==> config.mk <==
export PLATFORM = sky130hd
export DESIGN_NAME = uart_tx_buf
export DESIGN_NICKNAME = d
export VERILOG_FILES = /design/src/rtl/uart_tx_buf.sv
export SDC_FILE = /design/constraint.sdc
export NUM_CORES = 1
export LEC_CHECK = 0
export ABC_AREA = 1
export CORE_MARGIN = 3
export CORE_UTILIZATION = 29
export DETAILED_ROUTE_END_ITERATION = 8
export GPL_ROUTABILITY_DRIVEN = 0
export GPL_TIMING_DRIVEN = 0
export PLACE_DENSITY = 0.56
export SYNTH_ARGS = -nofsm -noshare
export SYNTH_HDL_FRONTEND = slang
export SYNTH_SLANG_ARGS = --single-unit
==> constraint.sdc <==
create_clock -name clk -period 2 [get_ports clk]
set_input_delay 0.2 -clock clk [delete_from_list [all_inputs] [get_ports clk]]
set_output_delay 0.2 -clock clk [all_outputs]
set_load 0.01 [all_outputs]
==> src/rtl/uart_tx_buf.sv <==
// rtl/uart_tx_buf.sv - double-buffered 8N1-style UART transmitter paced by a 16x baud tick
module uart_tx_buf #(
    parameter int DBIT    = 8,
    parameter int SB_TICK = 16
) (
    input  logic            clk,
    input  logic            reset,
    input  logic            wr,
    input  logic [DBIT-1:0] din,
    input  logic            s_tick,
    output logic            full,
    output logic            tx,
    output logic            tx_done_tick
);

    typedef enum logic [1:0] {
        IDLE,
        START,
        DATA,
        STOP
    } state_t;

    localparam logic [5:0] BIT_LAST  = 6'd15;
    localparam logic [5:0] STOP_LAST = 6'(SB_TICK - 1);
    localparam logic [2:0] N_LAST    = 3'(DBIT - 1);

    state_t          state_q, state_d;
    logic [5:0]      s_cnt_q, s_cnt_d;
    logic [2:0]      n_cnt_q, n_cnt_d;
    logic [DBIT-1:0] b_q, b_d;
    logic [DBIT-1:0] hold_q, hold_d;
    logic            full_q, full_d;
    logic            tx_q, tx_d;
    logic            done_q, done_d;

    always_ff @(posedge clk or posedge reset) begin
        if (reset) begin
            state_q <= IDLE;
            s_cnt_q <= '0;
            n_cnt_q <= '0;
            b_q     <= '0;
            hold_q  <= '0;
            full_q  <= 1'b0;
            tx_q    <= 1'b1;
            done_q  <= 1'b0;
        end else begin
            state_q <= state_d;
            s_cnt_q <= s_cnt_d;
            n_cnt_q <= n_cnt_d;
            b_q     <= b_d;
            hold_q  <= hold_d;
            full_q  <= full_d;
            tx_q    <= tx_d;
            done_q  <= done_d;
        end
    end

    always_comb begin
        state_d = state_q;
        s_cnt_d = s_cnt_q;
        n_cnt_d = n_cnt_q;
        b_d     = b_q;
        hold_d  = hold_q;
        full_d  = full_q;
        done_d  = 1'b0;

        // A write is only taken while the holding register is empty, so it
        // can never collide with the IDLE transfer, which requires it full.
        if (wr && !full_q) begin
            hold_d = din;
            full_d = 1'b1;
        end

        case (state_q)
            IDLE: begin
                if (full_q) begin
                    b_d     = hold_q;
                    full_d  = 1'b0;
                    s_cnt_d = '0;
                    state_d = START;
                end
            end
            START: begin
                if (s_tick) begin
                    if (s_cnt_q == BIT_LAST) begin
                        s_cnt_d = '0;
                        n_cnt_d = '0;
                        state_d = DATA;
                    end else begin
                        s_cnt_d = s_cnt_q + 6'd1;
                    end
                end
            end
            DATA: begin
                if (s_tick) begin
                    if (s_cnt_q == BIT_LAST) begin
                        s_cnt_d = '0;
                        b_d     = b_q >> 1;
                        if (n_cnt_q == N_LAST) begin
                            state_d = STOP;
                        end else begin
                            n_cnt_d = n_cnt_q + 3'd1;
                        end
                    end else begin
                        s_cnt_d = s_cnt_q + 6'd1;
                    end
                end
            end
            STOP: begin
                if (s_tick) begin
                    if (s_cnt_q == STOP_LAST) begin
                        done_d  = 1'b1;
                        state_d = IDLE;
                    end else begin
                        s_cnt_d = s_cnt_q + 6'd1;
                    end
                end
            end
            default: state_d = IDLE;
        endcase

        // Line level follows the upcoming state so the pin flop never glitches.
        case (state_d)
            START:   tx_d = 1'b0;
            DATA:    tx_d = b_d[0];
            default: tx_d = 1'b1;
        endcase
    end

    assign full         = full_q;
    assign tx           = tx_q;
    assign tx_done_tick = done_q;

endmodule
==> flow_metrics.env, run 1 <==
export IMPL_status="finished, final reports clean"
export IMPL_clock_path_buffers=2
export IMPL_critPathMaxFanout=10
export IMPL_syn_avg_cell_area_sq_um=8.487
export IMPL_avgViaCountPerCell=4.327
export IMPL_synth_seq_cells=30
export IMPL_die_x_um=80.37
export IMPL_tns_ns=0
export IMPL_design_area_sq_um=1927
export IMPL_io_buffers=14
export IMPL_path_cells="inv_1 > ha_1 > nand2_1 > o21ai_1 > inv_2 > nand2_4 > inv_4 > buf_8 > nand2_1 > o21ai_2"
export IMPL_ioPinCount=15
export IMPL_synth_warning_count=0
export IMPL_start_kind="flip-flop"
export IMPL_synth_nets=208
export IMPL_grt_pass1_vias=1212
export IMPL_worst_pin_slew_ns=1.159
export IMPL_timing_final_crit_share=0.8206
export IMPL_path_clk_slew_ns=0.07
export IMPL_wire_per_inst_um=10.50
export IMPL_start_util=0.3063
export IMPL_die_h_um=80.37
export IMPL_leakage_nw=0.9239
export IMPL_pwr_share_comb=0.408
export IMPL_ys_types=27
export IMPL_drc=0
export IMPL_postRouteAntennaNets=0
export IMPL_slew_headroom=0.2262
export IMPL_track_usage=0.1100
export IMPL_timing_hold_violations_final=0
export IMPL_post_cts_buffers=0
export IMPL_slew_viol_final=0
export IMPL_fmax_mhz=609.3
export IMPL_fin_crit_ns=1.641
export IMPL_diodes=0
export IMPL_cts_made_buffers=5
export IMPL_cpLargestDelayFamily="flip-flops"
export IMPL_vias=1216
export IMPL_yosysSeqAreaShare=0.4688
export IMPL_cts_tree="done"
export IMPL_power_density_nw_per_um2=1268
export IMPL_grt_max_degree=31
export IMPL_dieArea_sq_um=6459
export IMPL_clkLatencyLatePin_ns=0.28
export IMPL_setup_viol=0
export IMPL_core_sq_um=5238
export IMPL_final_common_cell="nand2_1"
export IMPL_critPathBufInv=4
export IMPL_arrival_ns=1.81
export IMPL_grt_pass1_wl_mm=5.485
export IMPL_crit_path_end_kind="flip-flop"
export IMPL_wl_mm=2.951
export IMPL_slowest_stage="dfrtp_1"
export IMPL_worstSetupPathType="flip-flop to flip-flop"
export IMPL_maxCapViolations=0
export IMPL_core_rowCount=26
export IMPL_switchingPower_mw=0.9341
export IMPL_hold_buffers=0
export IMPL_ir_drop_uv=511.9
export IMPL_netSwitchingFraction=0.3824
export IMPL_firstDrtPassIters=4
export IMPL_cts_root_buf="clkbuf_8"
export IMPL_instances_no_fill=281
export IMPL_crit_path_frequent_cell="nand2_1"
export IMPL_drive_gt1_frac=0.1896
export IMPL_syn_inst=189
export IMPL_cts_resized=0
export IMPL_worst_path_largest_cell_delay_ns=0.40
export IMPL_dpl_cell_area_sq_um=1832
export IMPL_place_worst_setup_slack_ns=0.3398
export IMPL_p_int_mw=1.509
export IMPL_finalNetCount=229
export IMPL_dpl_hpwl_mm=2.192
export IMPL_layout_setup_ws_ns=0.3587
export IMPL_synth_area_sq_um=1604
export IMPL_hp_class="flip-flop to flip-flop"
export IMPL_required_ns=2.17
export IMPL_htreeDepth=2
export IMPL_power_frac_clock=0.210
export IMPL_dp_cells=273
export IMPL_rsz0062_at_grt="false"
export IMPL_fin_skew_ns=0.003257
export IMPL_numClockSinks=30
export IMPL_area_growth_pct=20.12
export IMPL_layout_common_cells="43 x nand2_1, 29 x dfrtp_1, 26 x inv_1, 14 x clkdlybuf4s50_1, 13 x nor2_1"
export IMPL_overflow=0
export IMPL_seqPwrFrac=0.382
export IMPL_dr_first_iter_drc_count=77
export IMPL_antenna_found_initial=0
-- cells by family (layout without fill, tap and decap cells) --
kind of cell               Yosys count  count (layout)  synth area share
adders and majority gates            7               7           0.05460
DFF                                 30              30            0.4688
and+or+nand+nor                     80              80            0.2340
AOI/OAI and AO/OA                   33              33            0.1162
muxes                                5               5           0.03510
buffers and inverters               34              56           0.09126
-- synthesized netlist by cell type, drive strengths merged --
| library cell | count | area share |
|---|---|---|
| a21oi | 11 | 0.037 |
| o31ai | 1 | 0.0047 |
| nor2 | 15 | 0.044 |
| buf | 3 | 0.017 |
| nand2 | 51 | 0.13 |
| dfstp | 1 | 0.016 |
| o21ai | 18 | 0.063 |
| nand4 | 1 | 0.0039 |
| o22ai | 3 | 0.012 |
| inv | 31 | 0.074 |
| nor3 | 2 | 0.0062 |
| mux2 | 5 | 0.035 |
| dfrtp | 29 | 0.45 |
| nand3 | 10 | 0.041 |
| ha | 7 | 0.055 |
| or2 | 1 | 0.0039 |
-- worst min-delay path, delay by kind of cell, from the launching register on --
family / cells / cell delay (ns)
AO/OA/AOI/OAI: 1 / 0.06
flip-flops: 1 / 0.34
buffers and inverters: 1 / 0.04
-- power by group through the flow --
| stage | clock [mW] | combinational [mW] | sequential, mW |
|---|---|---|---|
| 2_1_floorplan | 0 | 0.780 | 0.925 |
| 4_1_cts | 0.533 | 1.01 | 0.935 |
| 5_1_grt | 0.564 | 1.17 | 0.962 |
| 6_report | 0.514 | 0.997 | 0.932 |
| 3_5_place_dp | 0 | 1.01 | 0.942 |
| 3_3_place_gp | 0 | 0.990 | 0.940 |
-- flip-flops by register name, summed over array words and instances (netlist names) --
name and count:
tx 1, hold_q 8, state_q 2, tx_done_tick 1, b_q 8, s_cnt_q 6
full 1, n_cnt_q 3
-- path summary, 6_finish.rpt --
kind / from / to / slack, ns / cells past startpoint
max: state_q[0] / b_q[5] / 0.36 / 10
min: b_q[0] / b_q[0] / 0.47 / 2
max reg2reg: state_q[0] / b_q[5] / 0.36 / 10
min reg2reg: b_q[0] / b_q[0] / 0.47 / 2
max in group asynchronous: reset / hold_q[5] / 0.78 / 2
min in group asynchronous: reset / b_q[2] / 0.53 / 2
-- final cells by class --
| class | count | area (sq um) |
|---|---|---|
| inverters | 31 | 118.9 |
| clock inverters | 2 | 12.51 |
| multi-input cells | 125 | 705.7 |
| fillers | 526 | 3311 |
| well taps | 70 | 87.58 |
| flip-flops and latches | 30 | 752.0 |
| clock buffers | 6 | 82.58 |
| repair buffers | 14 | 140.1 |
| plain buffers | 3 | 27.53 |
-- stage by stage --
stage          power (mW)    util  hold slack [ns]
6_report            2.443  0.3679           0.4719
5_1_grt             2.692  0.3679           0.4978
4_1_cts             2.475  0.3679           0.4786
3_5_place_dp        1.949  0.3497           0.4628
3_3_place_gp        1.930  0.3497           0.4488
2_1_floorplan       1.705       -           0.2901
-- per-layer routing --
metal | vias up | share of wire | GRT usage
met1 | 550 | 0.50 | 0.1444
met4 | 0 | 0.013 | 0.05236
li1 | 643 | - | -
met3 | 4 | 0.040 | 0.03139
met5 | - | 0 | 0
met2 | 19 | 0.45 | 0.1656
Power figures use the tool's default switching activity.
==> run 2: changes to the inputs <==
==> constraint.sdc (replaced) <==
create_clock -name clk -period 1.55 [get_ports clk]
set_input_delay 0.155 -clock clk [delete_from_list [all_inputs] [get_ports clk]]
set_output_delay 0.155 -clock clk [all_outputs]
set_load 0.01 [all_outputs]
==> run 2 against run 1 <==
  * First-iteration DRC count shrank 32%
  * Die area is the same
  * Final cell count increased by 5.3%
  * Cell area up 16%
  * Sequential share of layout area down 5.4 points
  * Wire length up 9.9%
  * Highest routed layer unchanged
==> flow_metrics.env, run 2 (synthesized netlist as in run 1, its figures left out) <==
export IMPL_status="finished, final reports clean"
export IMPL_arrival_ns=1.69
export IMPL_vias=1302
export IMPL_required_ns=1.72
export IMPL_io_buffers=14
export IMPL_switchingPower_mw=1.478
export IMPL_critPathMaxFanout=6
export IMPL_wire_per_inst_um=10.96
export IMPL_drc=0
export IMPL_timing_hold_ws_ns=0.3196
export IMPL_rrSetupSlack_ns=0.03
export IMPL_worstReg2RegEnd="b_q[5]"
export IMPL_worstSetupPathType="flip-flop to flip-flop"
export IMPL_clkLatencyLatePin_ns=0.28
export IMPL_worst_pin_slew_ns=0.6690
export IMPL_slew_viol_final=0
export IMPL_cts_root_buf="clkbuf_8"
export IMPL_seqPwrFrac=0.326
export IMPL_r2r_start="state_q[0]"
export IMPL_die_x_um=80.37
export IMPL_htreeDepth=2
export IMPL_dpl_cell_area_sq_um=1832
export IMPL_core_rowCount=26
export IMPL_start_kind="flip-flop"
export IMPL_overflow=0
export IMPL_avgViaCountPerCell=4.399
export IMPL_dr_first_iter_drc_count=52
export IMPL_final_common_cell="nand2_1"
export IMPL_area_growth_pct=39.86
export IMPL_diodes=0
export IMPL_dpl_hpwl_mm=2.192
export IMPL_wl_mm=3.243
export IMPL_cts_made_buffers=5
export IMPL_power_density_nw_per_um2=1701
export IMPL_track_usage=0.1112
export IMPL_maxCapViolations=0
export IMPL_dieArea_sq_um=6459
export IMPL_reg2regPathDepth=11
export IMPL_finalNetCount=244
export IMPL_final_core_util=0.4283
export IMPL_pwr_share_comb=0.500
export IMPL_setup_viol=0
export IMPL_instances_no_fill=296
export IMPL_numClockSinks=30
export IMPL_grt_max_degree=31
export IMPL_fin_crit_ns=1.518
export IMPL_timing_final_crit_share=0.9791
export IMPL_path_clk_slew_ns=0.07
export IMPL_rsz0062_at_grt="true"
export IMPL_power_frac_clock=0.174
export IMPL_fmax_mhz=658.9
export IMPL_reg_largest_list="b_q (8), hold_q (8), s_cnt_q (6)"
export IMPL_fin_skew_ns=0.002733
export IMPL_ioPinCount=15
export IMPL_die_h_um=80.37
export IMPL_finalPower_mw=3.817
export IMPL_startpoint="state_q[0]"
export IMPL_layout_setup_ws_ns=0.03232
export IMPL_ir_drop_uv=647.5
export IMPL_grt_pass1_vias=1230
export IMPL_core_sq_um=5238
export IMPL_leakage_nw=1.055
export IMPL_grt_pass1_wl_mm=5.547
export IMPL_place_worst_setup_slack_ns=-0.1102
export IMPL_design_area_sq_um=2243
export IMPL_drive_gt1_frac=0.3717
export IMPL_hp_class="primary input to asynchronous set/reset pin"
export IMPL_slew_headroom=0.5530
export IMPL_p_int_mw=2.339
export IMPL_tns_ns=0
export IMPL_clock_path_buffers=2
export IMPL_crit_path_end_kind="flip-flop"
export IMPL_dp_cells=273
export IMPL_layout_common_cells="37 x nand2_1, 27 x dfrtp_1, 21 x inv_1, 14 x clkdlybuf4s50_1, 14 x buf_4"
export IMPL_start_util=0.3063
export IMPL_timing_hold_violations_final=0
export IMPL_netSwitchingFraction=0.3872
export IMPL_endpoint="b_q[5]"
export IMPL_postRouteAntennaNets=0
export IMPL_firstDrtPassIters=4
export IMPL_cts_tree="done"
export IMPL_hold_buffers=0
export IMPL_antenna_found_initial=0
run 2: changes by cell type in the layout (fill, tap and decap cells not counted), sizes merged:
cell	previous run	this run
clkbuf	6	7
buf	3	17
clkinvlp	1	2
inv	31	30
run 2: what timing repair did:
action	4_1_cts	5_1_grt
setup endpoints to repair	13	18
buffers inserted	2	12
gates cloned	0	1
resized for setup	8	44
pin swaps	1	14
run 2: critical path, cell delays in order (launching register included):
cell and delay (ns):
dfrtp_2 0.46, inv_4 0.10, ha_4 0.13, buf_6 0.11, inv_4 0.04, o21ai_2 0.13
inv_2 0.06, nand2_4 0.09, inv_6 0.05, buf_8 0.13, nand2_4 0.05, o21ai_2 0.05
run 2: layer usage:
| layer | part of all wire | global-route usage | wire length (um) |
|---|---|---|---|
| met1 | 0.48 | 0.1457 | 1568 |
| met2 | 0.47 | 0.1680 | 1525 |
| met3 | 0.027 | 0.03139 | 86 |
| met4 | 0.019 | 0.05236 | 63 |
| met5 | 0 | 0 | 0 |
run 2: power groups by stage:
stage	logic (mW)	registers (mW)	clock network, mW
after CTS	1.37	1.21	0.688
after global routing	2.15	1.28	0.725
after floorplan	1.01	1.19	0
after detailed placement	1.30	1.22	0
after global placement	1.28	1.21	0
final	1.91	1.24	0.663
run 2: final cells by class:
type / instances / area [sq um]
Timing Repair Buffer: 29 / 270.3
Clock inverter: 2 / 12.51
Multi-Input combinational cell: 125 / 869.6
Tap cell: 70 / 87.58
Sequential cell: 30 / 754.5
Clock buffer: 6 / 82.58
Buffer: 3 / 31.28
Inverter: 31 / 135.1
Fill cell: 498 / 2994
run 2: worst min path at each step:
| stage | endpoint | slack, ns | depth (start not counted) |
|---|---|---|---|
| 5_1_grt | hold_q[2] | 0.38 | 2 |
| 3_5_place_dp | b_q[0] | 0.46 | 2 |
| 6_report | hold_q[1] | 0.32 | 2 |
| 4_1_cts | hold_q[3] | 0.44 | 3 |
| 2_1_floorplan | b_q[0] | 0.25 | 1 |
| 3_3_place_gp | b_q[0] | 0.45 | 2 |
